## src/rtl/instruction_fetch_unit_if.sv

```systemverilog
// ============================================================================
// Module   : instruction_fetch_unit_if
// Brief    : Fetch-side bus: branch flags, decode handshake, imem load port.
// Revision : 1.0 - initial release
// ============================================================================
`default_nettype none

interface instruction_fetch_unit_if #(
    parameter int AW = 6
);
    logic          beq;
    logic          bneq;
    logic          bge;
    logic          blt;
    logic          jump;
    logic [31:0]   imm_val;
    logic          instr_ready;
    logic          imem_we;
    logic [AW-1:0] imem_waddr;
    logic [31:0]   imem_wdata;
    logic [31:0]   pc;
    logic [31:0]   instr;
    logic          instr_valid;
    logic          flush;
    logic          fault;
    logic [31:0]   fetch_count;

    modport master (
        output beq, bneq, bge, blt, jump, imm_val, instr_ready,
               imem_we, imem_waddr, imem_wdata,
        input  pc, instr, instr_valid, flush, fault, fetch_count
    );

    modport slave (
        input  beq, bneq, bge, blt, jump, imm_val, instr_ready,
               imem_we, imem_waddr, imem_wdata,
        output pc, instr, instr_valid, flush, fault, fetch_count
    );
endinterface

`default_nettype wire

```

## src/rtl/instruction_fetch_unit.sv

```systemverilog
// ============================================================================
// Module   : instruction_fetch_unit
// Brief    : PC + instruction memory; one instruction per cycle, 1-cycle
//            bubble on taken branch/jump, sticky fault on bad fetch address.
// Revision : 1.0 - initial release
// ============================================================================
`default_nettype none

module instruction_fetch_unit #(
    parameter int          IMEM_DEPTH = 64,
    parameter logic [31:0] RESET_PC   = 32'h0000_0000,
    parameter int          AW         = $clog2(IMEM_DEPTH)
) (
    input  wire logic               clk,
    input  wire logic               rst,
    instruction_fetch_unit_if.slave bus
);

    typedef enum logic [1:0] {
        FILL     = 2'd0,
        RUN      = 2'd1,
        REDIRECT = 2'd2,
        FAULT    = 2'd3
    } state_t;

    localparam logic [31:0] NOP = 32'h0000_0013;

    // Full 30-bit word index is compared so out-of-range targets never alias.
    function automatic logic bad_addr(input logic [31:0] a);
        return (a[1:0] != 2'b00) || ({2'b00, a[31:2]} >= 32'(IMEM_DEPTH));
    endfunction

    localparam logic RESET_BAD = bad_addr(RESET_PC);

    logic [31:0] mem [IMEM_DEPTH];

    state_t      state;
    logic [31:0] pc;
    logic [31:0] instr;
    logic        instr_valid;
    logic        flush;
    logic        fault;
    logic [31:0] fetch_count;

    logic        accept;
    logic        taken;
    logic [31:0] npc;
    logic        npc_bad;

    assign accept  = instr_valid & bus.instr_ready;
    assign taken   = bus.beq | bus.bneq | bus.bge | bus.blt | bus.jump;
    assign npc     = taken ? (pc + bus.imm_val) : (pc + 32'd4);
    assign npc_bad = bad_addr(npc);

    // Write port; non-blocking update gives read-first behaviour for the
    // fetch register below.
    always_ff @(posedge clk) begin
        if (bus.imem_we) begin
            mem[bus.imem_waddr] <= bus.imem_wdata;
        end
    end

    always_ff @(posedge clk or posedge rst) begin
        if (rst) begin
            state       <= FILL;
            pc          <= RESET_PC;
            instr       <= NOP;
            instr_valid <= 1'b0;
            flush       <= 1'b0;
            fault       <= 1'b0;
            fetch_count <= 32'd0;
        end else begin
            case (state)
                FILL: begin
                    if (RESET_BAD) begin
                        state <= FAULT;
                        fault <= 1'b1;
                    end else begin
                        instr       <= mem[pc[AW+1:2]];
                        instr_valid <= 1'b1;
                        state       <= RUN;
                    end
                end
                RUN: begin
                    if (accept) begin
                        fetch_count <= fetch_count + 32'd1;
                        pc          <= npc;
                        if (npc_bad) begin
                            state       <= FAULT;
                            instr_valid <= 1'b0;
                            fault       <= 1'b1;
                        end else if (taken) begin
                            state       <= REDIRECT;
                            instr_valid <= 1'b0;
                            flush       <= 1'b1;
                        end else begin
                            instr <= mem[npc[AW+1:2]];
                        end
                    end
                end
                REDIRECT: begin
                    instr       <= mem[pc[AW+1:2]];
                    instr_valid <= 1'b1;
                    flush       <= 1'b0;
                    state       <= RUN;
                end
                default: begin
                    state <= FAULT;
                end
            endcase
        end
    end

    assign bus.pc          = pc;
    assign bus.instr       = instr;
    assign bus.instr_valid = instr_valid;
    assign bus.flush       = flush;
    assign bus.fault       = fault;
    assign bus.fetch_count = fetch_count;

endmodule

`default_nettype wire

```

## src/flat_wrapper.sv

```systemverilog
// flat-port wrapper written by rule: the top's interface ports become plain ports
module instruction_fetch_unit_flat 
#(
    parameter int          IMEM_DEPTH = 64,
    parameter logic [31:0] RESET_PC   = 32'h0000_0000,
    parameter int          AW         = $clog2(IMEM_DEPTH)
)
  (clk, rst, bus_beq, bus_bneq, bus_bge, bus_blt, bus_jump, bus_imm_val, bus_instr_ready, bus_imem_we, bus_imem_waddr, bus_imem_wdata, bus_pc, bus_instr, bus_instr_valid, bus_flush, bus_fault, bus_fetch_count);
  instruction_fetch_unit_if #(.AW(AW)) bus_i ();
  input  wire logic clk;
  input  wire logic rst;
  input wire logic [$bits(bus_i.beq)-1:0] bus_beq;
  input wire logic [$bits(bus_i.bneq)-1:0] bus_bneq;
  input wire logic [$bits(bus_i.bge)-1:0] bus_bge;
  input wire logic [$bits(bus_i.blt)-1:0] bus_blt;
  input wire logic [$bits(bus_i.jump)-1:0] bus_jump;
  input wire logic [$bits(bus_i.imm_val)-1:0] bus_imm_val;
  input wire logic [$bits(bus_i.instr_ready)-1:0] bus_instr_ready;
  input wire logic [$bits(bus_i.imem_we)-1:0] bus_imem_we;
  input wire logic [$bits(bus_i.imem_waddr)-1:0] bus_imem_waddr;
  input wire logic [$bits(bus_i.imem_wdata)-1:0] bus_imem_wdata;
  output wire logic [$bits(bus_i.pc)-1:0] bus_pc;
  output wire logic [$bits(bus_i.instr)-1:0] bus_instr;
  output wire logic [$bits(bus_i.instr_valid)-1:0] bus_instr_valid;
  output wire logic [$bits(bus_i.flush)-1:0] bus_flush;
  output wire logic [$bits(bus_i.fault)-1:0] bus_fault;
  output wire logic [$bits(bus_i.fetch_count)-1:0] bus_fetch_count;
  assign bus_i.beq = bus_beq;
  assign bus_i.bneq = bus_bneq;
  assign bus_i.bge = bus_bge;
  assign bus_i.blt = bus_blt;
  assign bus_i.jump = bus_jump;
  assign bus_i.imm_val = bus_imm_val;
  assign bus_i.instr_ready = bus_instr_ready;
  assign bus_i.imem_we = bus_imem_we;
  assign bus_i.imem_waddr = bus_imem_waddr;
  assign bus_i.imem_wdata = bus_imem_wdata;
  assign bus_pc = bus_i.pc;
  assign bus_instr = bus_i.instr;
  assign bus_instr_valid = bus_i.instr_valid;
  assign bus_flush = bus_i.flush;
  assign bus_fault = bus_i.fault;
  assign bus_fetch_count = bus_i.fetch_count;
  instruction_fetch_unit #(.IMEM_DEPTH(IMEM_DEPTH), .RESET_PC(RESET_PC), .AW(AW)) u_core (.clk(clk), .rst(rst), .bus(bus_i));
endmodule
```

## config.mk

```make
export PLATFORM = sky130hd
export DESIGN_NAME = instruction_fetch_unit_flat
export DESIGN_NICKNAME = d
export VERILOG_FILES = /design/src/rtl/instruction_fetch_unit_if.sv /design/src/rtl/instruction_fetch_unit.sv /design/src/flat_wrapper.sv
export SDC_FILE = /design/constraint.sdc
export NUM_CORES = 2
export LEC_CHECK = 0
export BUFFER_PORTS_ARGS = -buffer_cell sky130_fd_sc_hd__buf_2
export CORE_MARGIN = 3
export CORE_UTILIZATION = 54
export DETAILED_ROUTE_END_ITERATION = 6
export GPL_ROUTABILITY_DRIVEN = 0
export PLACE_DENSITY = 0.7
export SLEW_MARGIN = 20
export SYNTH_ARGS = -nofsm -noshare
export SYNTH_HDL_FRONTEND = slang
export SYNTH_SLANG_ARGS = --single-unit
```

## constraint.sdc

```tcl
create_clock -name clk -period 5.11 [get_ports clk]
set_clock_uncertainty 0.15 [all_clocks]
set_input_delay 0 -clock clk [delete_from_list [all_inputs] [get_ports clk]]
set_output_delay 0 -clock clk [all_outputs]
set_load 0.1 [all_outputs]
```

**Word level (Yosys, flattened, before mapping)**

Memories as Yosys holds them, arrays and structs flattened.
Cells that the tools add are included.

- Output and inout port bits: 99
- Word-level logic and storage cells: 55
- Latch bits: 0
- Bits of input ports: 79
- Register bits: 101
- Memories: 1
- Memory bits (writable): 2,048
- ROM bits: 0

Memories:

| name | words | bits a word | read ports | clocked after memory_dff | write ports | line | RTL |
|---|---|---|---|---|---|---|---|
| u_core.mem | 64 | 32 | 2 | 0 | 1 | instruction_fetch_unit.sv:35 | `logic [31:0] mem [IMEM_DEPTH];` |

- Multipliers: 0
- Add/subtract/negate cells: 3
- Bitwise gates (word level): 5
- Shift operators: 0
- $lt $le $gt $ge: 1
- Equal/unequal tests: 7
- Div/mod/pow operators: 0
- Muxes and demuxes: 19
- Reductions and logical operators: 12

Operators by type and width:

| kind | count |
|---|---|
| $mux 32 | 4 |
| $pmux 32 s2 | 1 |
| $add 32x1->32 const B | 1 |
| $add 32x3->32 const B | 1 |
| $add 32x32->32 | 1 |
| $ge 30x7->1 const B | 1 |
| $mux 1 | 8 |
| $reduce_and 4->1 | 2 |
| $mux 2 | 3 |
| $reduce_and 3->1 | 2 |
| $reduce_bool 2->1 | 3 |
| $ne 2x1->1 const B | 2 |
| $ne 2x2->1 const B | 2 |
| $or 1x1->1 | 4 |
| $pmux 1 s2 | 2 |
| $pmux 2 s2 | 1 |
| $reduce_and 2->1 | 2 |
| $ne 3x1->1 const B | 1 |
| $eq 2x1->1 const B | 1 |
| $eq 2x2->1 const B | 1 |
| $logic_not 2->1 | 1 |
| $reduce_or 2->1 | 1 |
| $and 1x1->1 | 1 |
| $logic_or 1x1->1 | 1 |

**Longest topological paths before layout**

- Word-level depth: 10
- Depth in mapped cells: 16
- Mapped depth without buffers: 13

**Least setup slack after synthesis**

OpenSTA, ideal clock, no wires.

- Kind: register -> register
- Start: register u_core.pc[0], in the netlist u_core.bus.pc[0]
- End: register u_core.instr[10], in the netlist u_core.bus.instr[10]
- Arrival time: 4.451 ns
- Path buffers: 1
- Setup time: 0.125 ns
- Cell stages (with the launch flop): 15
- Setup slack: 0.384 ns
- Cells stage by stage: dfrtp_1 > ha_1 > fa_1 > a21o_1 > a221oi_1 > o21ai_1 > xnor2_1 > a32oi_1 > or4_1 > a211oi_1 > or4b_4 > nor3_4 > a21boi_2 > buf_6 > mux2_4

- Longest elaborated chain between the ends: 7
- Elaborated cells between the ends (all ways): 13

RTL lines:

| what | line | RTL |
|---|---|---|
| start, declared | instruction_fetch_unit.sv:38 | `logic [31:0] pc;` |
| start signal, assigned | instruction_fetch_unit.sv:87 | `pc <= npc;` |
| $add 32x3->32 / $add 32x32->32 (equally long branches) | instruction_fetch_unit.sv:52 | `assign npc = taken ? (pc + bus.imm_val) : (pc + 32'd4);` |
| $mux 32 (*) | instruction_fetch_unit.sv:52 |  |
| $mem_v2 64x32 | -- |  |
| $mux 32 | instruction_fetch_unit.sv:92 | `end else if (taken) begin` |
| $mux 32 | instruction_fetch_unit.sv:88 | `if (npc_bad) begin` |
| $mux 32 | instruction_fetch_unit.sv:85 | `if (accept) begin` |
| $pmux 32 s2 | instruction_fetch_unit.sv:73 | `case (state)` |
| end signal, assigned | instruction_fetch_unit.sv:79 | `instr <= mem[pc[AW+1:2]];` |
| end signal, assigned | instruction_fetch_unit.sv:97 | `instr <= mem[npc[AW+1:2]];` |
| end signal, assigned | instruction_fetch_unit.sv:102 | `instr <= mem[pc[AW+1:2]];` |
| end, declared | instruction_fetch_unit.sv:39 | `logic [31:0] instr;` |

Every way passes the cells marked *; elsewhere a longest branch is shown, timed or not. The select of a mux whose other input is x is not followed.
A chain may end at the register's enable or synchronous reset.

**Worst setup path in the final report**

- Start: register u_core.pc[0], in the netlist u_core.bus.pc[0]
- End: register u_core.instr[29], in the netlist u_core.bus.instr[29]

The elaborated chain is that of the path after synthesis.

==> results.py <==
metrics = {
    "sta": {
        "finalSetupViolations": 0,
        "fin_crit_sh_pct": 100,
        "fin_crit_ps": 5110,
        "slew_viol_final": 0,
        "maxSlewHeadroom_pct": 17.0,
        "tightest_slew_ps": 1240,
        "fmax_mhz": 196,
        "rsz0062_at_grt": "false",
        "fin_setup_tns_ps": 0,
        "hold_violations": 0,
    },
    "global_route": {
        "grt_max_degree": 132,
        "grt_pass1_vias": 61700,
        "antenna_found_initial": 22,
        "track_usage_pct": 34.2,
        "grt.overflow.total": 0,
        "grt_first_pass_wirelength_um": 461000,
    },
    "logic_synthesis": {
        "synth_area_um2": 101000,
        "synth_edf_count": 2048,
        "syn_avg_cell_area_um2": 18.8,
        "async_flop_share_pct": 4.70,
        "synth_flop_cell": "edfxtp_1",
        "yosysWarnings": 0,
        "synthDistinctLibCells": 76,
        "ys_ff_latch": 2149,
        "ys_seq_area_share_pct": 63.2,
        "netlist_instances": 5384,
        "syn_nets": 5497,
    },
    "finish": {
        "area_growth_pct": 14.0,
        "nets": 5848,
        "final_layout_size_suffix_gt1_share_pct": 33.0,
        "layout_commonest_cell": "edfxtp_1",
        "layout_common_cells": "2048 x edfxtp_1, 1052 x mux4_2, 259 x mux2i_1",
    },
    "clocking": {
        "cts_buffers": 212,
        "cts_tree": "yes",
        "clk_latency_ps": 890,
        "numClockSinks": 2149,
        "ctsHtreeMaxLevel": 4,
        "cts.clk_slew.worst_paths_ps": 60,
        "ctsLongestPathBuffers": 3,
        "clock-root-buffer": "clkbuf_16",
    },
    "route": {
        "routed_via_density": 7.46,
        "ant_nets": 0,
        "dr_total_vias": 62700,
        "drc": 0,
        "wl_per_cell_um": 39.1,
        "drt_wl_total_um": 329000,
        "firstDrtPassIters": 6,
        "drt_iter0_markers": 10600,
    },
    "min_path": {
        "holdPathEnd": "u_core.bus.pc[4]",
        "holdPathStages": 5,
        "min_from": "bus_bge",
        "min_path_type": "input port to flop",
    },
    "run": {
        "cap_violations": 0,
    },
    "setup_path": {
        "crit_fanout": 16,
        "crit_type": "flop to flop",
        "reg2reg_from": "u_core.bus.pc[0]",
        "crit_path_end_kind": "flop",
        "rr_worst_depth": 15,
        "critPathRequiredTime_ps": 5700,
        "crit_slowest_cell": "dlygate4sd3_1",
        "rr_endpoint": "u_core.bus.instr[29]",
        "arrival_ps": 5700,
        "crit_chain": "ha_1 > fa_1 > a21o_1 > a221o_1 > a21boi_2 > o211a_2 > xnor2_1 > dlygate4sd3_1 > nor2_2 > a22oi_1 > or4b_4 > nor3_4 > a21boi_4 > buf_12 > mux2_2",
        "worstSetupStartpointType": "flop",
        "max_stage_delay_ps": 600,
        "ff2ff_setup_slack_ps": 0.4,
    },
    "floorplan": {
        "ios": 178,
        "placementRows": 158,
        "core_um2": 186000,
        "initial_core_util_pct": 54.5,
        "die-area_um2": 193000,
        "fp.dieH_um": 439,
        "die_x_um": 439,
    },
    "pwr": {
        "vdd_drop_max_mv": 0.418,
        "finalPower_w": 0.0377,
        "p_leak_nw": 36.5,
        "p_per_area_nw_per_um2": 327,
    },
    "place": {
        "place_hpwl_um": 193000,
        "port_buffers": 177,
    },
    "outcome": {
        "outcome": "completed",
    },
}
cells by family after synthesis:
| logic type | count (synthesis) | synth area share, % |
|---|---|---|
| xor+xnor | 78 | 0.675 |
| mux | 1345 | 26.4 |
| compound gates | 604 | 4.19 |
| buf+inv | 425 | 1.63 |
| simple gates | 749 | 3.41 |
| fa+ha+maj | 34 | 0.428 |
| flops | 2149 | 63.2 |
flip-flops by register name, indices dropped and copies added (netlist names):
| name | flops |
|---|---|
| u_core.bus.pc | 32 |
| u_core.bus.instr | 32 |
| u_core.bus.flush | 1 |
| u_core.mem | 2048 |
| u_core.bus.fetch_count | 32 |
| u_core.state | 2 |
| u_core.bus.instr_valid | 1 |
| u_core.bus.fault | 1 |
worst max-delay path by stage:
| stage | from | endpoint | slack (ps) | depth (start not counted) |
|---|---|---|---|---|
| 2_1_floorplan | u_core.bus.pc[0] | u_core.bus.instr[10] | 380 | 14 |
| 4_1_cts | u_core.bus.pc[0] | u_core.bus.instr[14] | 140 | 15 |
| 5_1_grt | u_core.bus.pc[0] | u_core.bus.instr[29] | 4 | 15 |
| 6_report | u_core.bus.pc[0] | u_core.bus.instr[29] | 0.4 | 15 |
| 3_5_place_dp | u_core.bus.pc[0] | u_core.bus.instr[19] | 390 | 14 |
| 3_3_place_gp | u_core.bus.pc[0] | u_core.bus.instr[14] | 350 | 14 |
through the flow:
stage	hold slack, ps	setup WS [ps]	utilization (%)	cells	area [µm²]
floorplan	-51.1	384	-	5384	101000
global placement	100	345	57.6	7890	107000
detailed placement	98.5	388	57.7	7892	107000
CTS	19.1	145	62.0	8391	115000
global route	103	3.87	62.1	8403	115000
finish	69.2	0.352	62.1	8403	115000
Yosys cell counts, drive strengths merged (8+ instances only):
library cell  instances  share of area, %
nor4                  8             0.049
mux4               1052                23
nor2                164              0.61
a21oi               183              0.91
edfxtp             2048                61
ha                   33              0.41
a31oi                11             0.068
xor2                 26              0.22
a221o                34              0.34
o221ai              123               1.1
and4                  9             0.078
clkbuf              252              0.93
o22ai                39              0.24
and3                 20              0.12
nand3                41              0.20
mux2i               259               2.6
nand4                30              0.19
a311oi               26              0.22
nand2               246              0.91
inv                  12             0.044
a21o                 17              0.13
buf                 161              0.65
a22o                 26              0.22
nor2b                31              0.19
o21a                  9             0.067
o21ai                62              0.31
xnor2                52              0.45
dfrtp                98               2.4
mux2                 34              0.49
nor3                171              0.86
area by class of cell:
cell class	instances	area, µm²
clock inverters	132	1510
multi-input cells	2810	36200
well taps	2480	3100
inverters	12	50.0
fillers	12800	70400
flip-flops and latches	2149	64100
repair buffers	550	4850
diodes	3	7.51
clock buffers	267	5630
what timing repair did:
| item | 4_1_cts | 5_1_grt |
|---|---|---|
| setup endpoints to repair | 0 | 26 |
| setup buffers | 0 | 5 |
| gates resized for setup | 0 | 6 |
| hold buffers | 100 | 0 |
| endpoints found under the hold margin | 2338 | 0 |
power breakdown:
part	switching [W]	internal, W	total [W]
Combinational	0.00138	0.000842	0.00222
Sequential	0.0000507	0.0194	0.0195
Clock	0.00693	0.00912	0.0160
metal layers:
metal  up-vias  share of wire, %  track usage [%]
met5         -             0.021                0
met4        10               5.9             16.7
met3       979                14             9.58
met2      5186                45             50.8
met1     32700                35             47.0
li1      23800                 -                -
critical path, delay by kind of cell, from the launching register on:
kind | cells | cell delay, ps
xor gates and xnor gates | 1 | 140
muxes | 1 | 370
DFF | 1 | 400
and+or+nand+nor | 3 | 320
adders and majority gates | 2 | 680
AOI/OAI and AO/OA | 6 | 1940
buffers and inverters | 2 | 960
(Power assumes the default switching activity.)
